`config.mk`:
```
export PLATFORM = sky130hd
export DESIGN_NAME = wb_select_pipe_flat
export DESIGN_NICKNAME = d
export VERILOG_FILES = /design/src/rtl/wb_select_pipe_if.sv /design/src/rtl/wb_select_pipe.sv /design/src/flat_wrapper.sv
export SDC_FILE = /design/constraint.sdc
export NUM_CORES = 1
export LEC_CHECK = 0
export CAP_MARGIN = 20
export CORE_MARGIN = 2
export CORE_UTILIZATION = 30
export DETAILED_ROUTE_END_ITERATION = 12
export PLACE_DENSITY_LB_ADDON = 0.3
export SYNTH_ARGS = -nofsm -noshare
export SYNTH_HDL_FRONTEND = slang
export SYNTH_SLANG_ARGS = --single-unit
```
`constraint.sdc`:
```
create_clock -name clk -period 3.03 [get_ports clk]
set_input_delay 0.7575 -clock clk [delete_from_list [all_inputs] [get_ports clk]]
set_output_delay 0.7575 -clock clk [all_outputs]
set_load 0.005 [all_outputs]
```
`src/rtl/wb_select_pipe_if.sv`:
```
// Writeback-select bus: upstream entry fields, downstream register-file
// write port, forwarding tap and sticky error flag.
interface wb_select_pipe_if #(
  parameter int DATA_W = 32,
  parameter int NSRC   = 4,
  parameter int SEL_W  = 2,
  parameter int REG_AW = 5
);
  // Upstream side
  logic                   in_valid;
  logic                   in_ready;
  logic [NSRC*DATA_W-1:0] in_src_data;
  logic [SEL_W-1:0]       in_wd_sel;
  logic [REG_AW-1:0]      in_rt;
  logic [REG_AW-1:0]      in_rd;
  logic [1:0]             in_regdst;
  logic                   in_regwrite;

  // Downstream side
  logic                   out_valid;
  logic                   out_ready;
  logic                   out_we;
  logic [REG_AW-1:0]      out_waddr;
  logic [DATA_W-1:0]      out_wdata;

  // Hazard-unit tap and status
  logic                   fwd_valid;
  logic                   err;

  // Producer of entries / consumer of results (pipeline control, bench)
  modport master (
    output in_valid, in_src_data, in_wd_sel, in_rt, in_rd, in_regdst, in_regwrite,
    output out_ready,
    input  in_ready, out_valid, out_we, out_waddr, out_wdata, fwd_valid, err
  );

  // The writeback-select stage itself
  modport slave (
    input  in_valid, in_src_data, in_wd_sel, in_rt, in_rd, in_regdst, in_regwrite,
    input  out_ready,
    output in_ready, out_valid, out_we, out_waddr, out_wdata, fwd_valid, err
  );
endinterface

```
`src/rtl/wb_select_pipe.sv`:
```
// Writeback-select stage: decodes write data / destination register for each
// accepted entry and hands it to the register file through a 2-entry skid
// buffer. The head entry doubles as a forwarding tap for the hazard unit.
module wb_select_pipe #(
  parameter int DATA_W   = 32,
  parameter int NSRC     = 4,
  parameter int SEL_W    = 2,
  parameter int REG_AW   = 5,
  parameter int LINK_REG = 31
) (
  input  logic              clk,
  input  logic              rst_n,
  input  logic              flush,
  wb_select_pipe_if.slave   bus
);

  typedef enum logic [1:0] {
    S_EMPTY = 2'd0,
    S_ONE   = 2'd1,
    S_TWO   = 2'd2
  } occ_t;

  typedef struct packed {
    logic              we;
    logic [REG_AW-1:0] waddr;
    logic [DATA_W-1:0] wdata;
  } entry_t;

  // True when the select index names an existing source.
  function automatic logic sel_in_range(input logic [SEL_W-1:0] sel);
    logic hit;
    hit = 1'b0;
    for (int k = 0; k < NSRC; k++) begin
      if (int'(sel) == k) hit = 1'b1;
    end
    return hit;
  endfunction

  // Illegal entries are stored as a harmless no-write with zeroed fields.
  function automatic logic is_illegal(input logic [SEL_W-1:0] sel,
                                      input logic [1:0]       regdst);
    return !sel_in_range(sel) || (regdst == 2'b11);
  endfunction

  // Full entry decode: data mux, destination mux and $0 write suppression.
  function automatic entry_t decode_entry(
    input logic [NSRC*DATA_W-1:0] src,
    input logic [SEL_W-1:0]       sel,
    input logic [REG_AW-1:0]      rt,
    input logic [REG_AW-1:0]      rd,
    input logic [1:0]             regdst,
    input logic                   regwrite
  );
    entry_t            e;
    logic [DATA_W-1:0] data;
    logic [REG_AW-1:0] addr;
    data = '0;
    for (int k = 0; k < NSRC; k++) begin
      if (int'(sel) == k) data = src[k*DATA_W +: DATA_W];
    end
    case (regdst)
      2'b00:   addr = rt;
      2'b01:   addr = rd;
      default: addr = REG_AW'(LINK_REG);
    endcase
    e = '0;
    if (!is_illegal(sel, regdst)) begin
      e.wdata = data;
      e.waddr = addr;
      e.we    = regwrite && (addr != '0);
    end
    return e;
  endfunction

  // ---- stage p0: combinational decode of the offered entry ----
  entry_t w_entry_p0;
  logic   w_illegal_p0;
  logic   w_push;
  logic   w_pop;

  // ---- stage p1: head (visible) and skid registers ----
  occ_t   r_state;
  logic   r_in_ready;
  logic   r_vld_p1;
  logic   r_fwd_p1;
  entry_t r_head_p1;
  entry_t r_skid_p1;
  logic   r_err;

  assign w_entry_p0   = decode_entry(bus.in_src_data, bus.in_wd_sel, bus.in_rt,
                                     bus.in_rd, bus.in_regdst, bus.in_regwrite);
  assign w_illegal_p0 = is_illegal(bus.in_wd_sel, bus.in_regdst);
  assign w_push       = bus.in_valid && r_in_ready;
  assign w_pop        = r_vld_p1 && bus.out_ready;

  // Occupancy FSM owning the head/skid registers and every registered output;
  // in_ready is precomputed here so it never depends on out_ready in the same cycle.
  always_ff @(posedge clk) begin
    if (!rst_n) begin
      r_state    <= S_EMPTY;
      r_in_ready <= 1'b1;
      r_vld_p1   <= 1'b0;
      r_fwd_p1   <= 1'b0;
      r_head_p1  <= '0;
      r_skid_p1  <= '0;
      r_err      <= 1'b0;
    end else if (flush) begin
      // Everything buffered and anything offered this cycle is dropped; err is kept.
      r_state    <= S_EMPTY;
      r_in_ready <= 1'b1;
      r_vld_p1   <= 1'b0;
      r_fwd_p1   <= 1'b0;
    end else begin
      if (w_push && w_illegal_p0) r_err <= 1'b1;
      case (r_state)
        S_EMPTY: begin
          if (w_push) begin
            r_head_p1 <= w_entry_p0;
            r_vld_p1  <= 1'b1;
            r_fwd_p1  <= w_entry_p0.we;
            r_state   <= S_ONE;
          end
        end
        S_ONE: begin
          if (w_push && w_pop) begin
            // Streaming: the new entry replaces the departing head directly.
            r_head_p1 <= w_entry_p0;
            r_fwd_p1  <= w_entry_p0.we;
          end else if (w_push) begin
            r_skid_p1  <= w_entry_p0;
            r_in_ready <= 1'b0;
            r_state    <= S_TWO;
          end else if (w_pop) begin
            r_vld_p1 <= 1'b0;
            r_fwd_p1 <= 1'b0;
            r_state  <= S_EMPTY;
          end
        end
        S_TWO: begin
          // in_ready is low here, so only a pop can happen.
          if (w_pop) begin
            r_head_p1  <= r_skid_p1;
            r_fwd_p1   <= r_skid_p1.we;
            r_in_ready <= 1'b1;
            r_state    <= S_ONE;
          end
        end
        default: begin
          r_state    <= S_EMPTY;
          r_in_ready <= 1'b1;
          r_vld_p1   <= 1'b0;
          r_fwd_p1   <= 1'b0;
        end
      endcase
    end
  end

  assign bus.in_ready  = r_in_ready;
  assign bus.out_valid = r_vld_p1;
  assign bus.out_we    = r_head_p1.we;
  assign bus.out_waddr = r_head_p1.waddr;
  assign bus.out_wdata = r_head_p1.wdata;
  assign bus.fwd_valid = r_fwd_p1;
  assign bus.err       = r_err;

endmodule

```
`src/flat_wrapper.sv`:
```
// flat-port wrapper written by rule: the top's interface ports become plain ports
module wb_select_pipe_flat 
#(
  parameter int DATA_W   = 32,
  parameter int NSRC     = 4,
  parameter int SEL_W    = 2,
  parameter int REG_AW   = 5,
  parameter int LINK_REG = 31
)
  (clk, rst_n, flush, bus_in_valid, bus_in_src_data, bus_in_wd_sel, bus_in_rt, bus_in_rd, bus_in_regdst, bus_in_regwrite, bus_out_ready, bus_in_ready, bus_out_valid, bus_out_we, bus_out_waddr, bus_out_wdata, bus_fwd_valid, bus_err);
  wb_select_pipe_if #(.DATA_W(DATA_W), .NSRC(NSRC), .SEL_W(SEL_W), .REG_AW(REG_AW)) bus_i ();
  input  logic clk;
  input  logic rst_n;
  input  logic flush;
  input wire logic [$bits(bus_i.in_valid)-1:0] bus_in_valid;
  input wire logic [$bits(bus_i.in_src_data)-1:0] bus_in_src_data;
  input wire logic [$bits(bus_i.in_wd_sel)-1:0] bus_in_wd_sel;
  input wire logic [$bits(bus_i.in_rt)-1:0] bus_in_rt;
  input wire logic [$bits(bus_i.in_rd)-1:0] bus_in_rd;
  input wire logic [$bits(bus_i.in_regdst)-1:0] bus_in_regdst;
  input wire logic [$bits(bus_i.in_regwrite)-1:0] bus_in_regwrite;
  input wire logic [$bits(bus_i.out_ready)-1:0] bus_out_ready;
  output wire logic [$bits(bus_i.in_ready)-1:0] bus_in_ready;
  output wire logic [$bits(bus_i.out_valid)-1:0] bus_out_valid;
  output wire logic [$bits(bus_i.out_we)-1:0] bus_out_we;
  output wire logic [$bits(bus_i.out_waddr)-1:0] bus_out_waddr;
  output wire logic [$bits(bus_i.out_wdata)-1:0] bus_out_wdata;
  output wire logic [$bits(bus_i.fwd_valid)-1:0] bus_fwd_valid;
  output wire logic [$bits(bus_i.err)-1:0] bus_err;
  assign bus_i.in_valid = bus_in_valid;
  assign bus_i.in_src_data = bus_in_src_data;
  assign bus_i.in_wd_sel = bus_in_wd_sel;
  assign bus_i.in_rt = bus_in_rt;
  assign bus_i.in_rd = bus_in_rd;
  assign bus_i.in_regdst = bus_in_regdst;
  assign bus_i.in_regwrite = bus_in_regwrite;
  assign bus_i.out_ready = bus_out_ready;
  assign bus_in_ready = bus_i.in_ready;
  assign bus_out_valid = bus_i.out_valid;
  assign bus_out_we = bus_i.out_we;
  assign bus_out_waddr = bus_i.out_waddr;
  assign bus_out_wdata = bus_i.out_wdata;
  assign bus_fwd_valid = bus_i.fwd_valid;
  assign bus_err = bus_i.err;
  wb_select_pipe #(.DATA_W(DATA_W), .NSRC(NSRC), .SEL_W(SEL_W), .REG_AW(REG_AW), .LINK_REG(LINK_REG)) u_core (.clk(clk), .rst_n(rst_n), .flush(flush), .bus(bus_i));
endmodule
```
==> impl_metrics.py <==
metrics = {
    "critical_path": {
        "crit_type": "input port to register",
        "crit_required_ns": 3.27,
        "worst-path-max-fanout": 27,
        "arrival_ns": 2.63,
        "worstSetupEndpointType": "register",
        "start_kind": "input port",
    },
    "global_route": {
        "grt_pass1_wl_mm": 19.1,
        "grt_overflow_total": 0,
        "grt_pass1_vias": 3876,
        "antenna_found_initial": 0,
        "grt_usage_pct": 16.4,
        "grt_max_degree": 46,
    },
    "power": {
        "power.total_mw": 2.82,
        "p_per_area_nw_per_um2": 440,
        "max-vdd-ir-drop_uv": 223,
        "p_leak_nw": 2.29,
    },
    "timing": {
        "hold_violations": 0,
        "slew_headroom_pct": 38.3,
        "rsz0062_at_grt": "no",
        "period_minus_slack_ns": 2.39,
        "fin_tns_setup_ns": 0,
        "finClkSkew_ns": 0.00603,
        "timing.hold.ws_ns": 0.468,
        "fmax_ghz": 0.419,
        "drv_slew": 0,
        "tightest_slew_ns": 0.925,
        "layout_setup_ws_ns": 0.644,
        "post-route-period-util_pct": 78.7,
        "setup_viol": 0,
    },
    "logic_synthesis": {
        "synth-edff-count": 0,
        "async_flop_share_pct": 0,
        "synth_top_area_share_pct": 40.3,
        "synthTopCellsByArea": "dfxtp_1, mux4_2, a22o_1",
        "synth_seq_cells": 82,
        "synthTopCellsByCount": "dfxtp_1, nand2_1, nand3_1, a31oi_1, o21ai_1",
        "avgSynthCellArea_sq_um": 10.1,
        "synth.distinct_cells": 37,
        "yosysSeqAreaShare_pct": 40.3,
        "synth_top_cell_by_area": "dfxtp_1",
        "yosysMostFrequentCell": "dfxtp_1",
        "synthCells": 402,
        "synth_warnings": 0,
        "synth_area_sq_um": 4080,
        "synth_flop_cell": "dfxtp_1",
        "syn_nets": 550,
    },
    "final_layout": {
        "drive_gt1_share_pct": 11.5,
        "final_nets": 717,
        "area_delta_synth_final_pct": 57.5,
        "diodes": 0,
        "stdcell_count": 750,
        "final_util_pct": 48.5,
        "final_area_sq_um": 6420,
    },
    "clocking": {
        "cts_sinks": 82,
        "cts_buffers": 9,
        "clk_latency_ns": 0.32,
        "cts_setup_buffers": 0,
        "cts_tree": "yes",
        "path_clk_slew_ns": 0.06,
        "root_buffer": "clkbuf_16",
        "ctsHoldBuffers": 0,
        "ctsResizeCount": 0,
        "clk_path_buf_depth": 2,
        "htree_levels": 3,
    },
    "placed_design": {
        "dpl-instance-area_sq_um": 6110,
        "dp.cells": 734,
        "gp_congestion": 0.777,
        "dpl_worst_slack_ns": 0.327,
        "numPortBuffers": 189,
        "dp_hpwl_mm": 8.72,
    },
    "routing": {
        "via_count": 3860,
        "wl_per_cell_um": 15.9,
        "drc": 0,
        "drtIter0Drc": 224,
        "firstDrtPassIters": 4,
        "vias_per_cell": 5.15,
        "wirelength_mm": 11.9,
        "ant_nets": 0,
    },
    "floorplan": {
        "initial_core_util_pct": 30.8,
        "ios": 190,
        "die_w_um": 121,
        "coreArea_sq_um": 13200,
        "dieArea_sq_um": 14500,
        "dieHeight_um": 121,
        "rows": 42,
    },
    "worst_hold_path": {
        "hold_path.class": "register to register",
    },
    "status": {
        "status": "finished, final reports clean",
    },
    "run": {
        "maxCapViolCount": 0,
    },
}
==> layer usage <==
layer,GRT usage [%],part of all wire (%),vias up
met5,0,0,-
met4,4.65,0.72,0
met3,3.54,8.5,7
met2,28.6,48,162
met1,20.3,43,1811
li1,-,-,1880
==> kinds of logic (layout without fill, tap and decap cells) <==
logic type | Yosys count | in the layout | share of synthesized area (%)
buf+inv | 41 | 213 | 4.73
xor+xnor | 1 | 1 | 0.215
mux | 43 | 43 | 20.4
compound gates | 124 | 124 | 20.8
flops | 82 | 82 | 40.3
simple gates | 111 | 111 | 13.6
==> sequential cells by signal, summed over array words and instances, names as in the netlist <==
| name | flops |
|---|---|
| u_core.bus.out_wdata | 32 |
| u_core.bus.out_valid | 1 |
| u_core.bus.out_waddr | 5 |
| u_core.r_skid_p1 | 38 |
| u_core.bus.in_ready | 1 |
| u_core.bus.fwd_valid | 1 |
| u_core.bus.out_we | 1 |
| u_core.bus.err | 1 |
| u_core.r_state | 2 |
==> worst max-delay path: stages <==
cell	delay [ns]
clkdlybuf4s50_1	0.55
nor4bb_1	0.55
o2bb2ai_4	0.20
buf_4	0.31
nand3_1	0.12
o22ai_1	0.15
==> where the power goes <==
group          internal [mW]  total [mW]  switching (mW)
registers               1.12        1.15          0.0275
clock network          0.679        1.10           0.420
logic                  0.367       0.572           0.205
total                   2.17        2.82           0.653
==> cell usage in the layout (no fill, tap or decap), types with 8 or more instances in the layout <==
cell type	instances
nor2b_1	8
nand3_1	34
a31oi_1	33
nand2_1	45
mux4_2	32
o21ai_1	33
dfxtp_1	82
a22o_1	32
clkbuf_16	9
clkdlybuf4s50_1	186
mux2i_1	11
==> area by class of cell <==
class	count	area (sq um)
clock buffer	11	253
sequential	82	1640
clock inverter	5	52.6
fill	1233	6820
multi-input combinational	279	2280
timing repair buffer	197	1970
tap	176	220
==> final timing paths <==
check / from / to / slack (ns) / cells after the start
worst min-delay path: u_core.bus.err / u_core.bus.err / 0.47 / 1
worst max-delay path: flush / u_core.bus.fwd_valid / 0.64 / 6
worst max register to register: u_core.r_state[1] / u_core.bus.fwd_valid / 1.13 / 3
worst min register to register: u_core.bus.err / u_core.bus.err / 0.47 / 1
(Power assumes the default switching activity.)
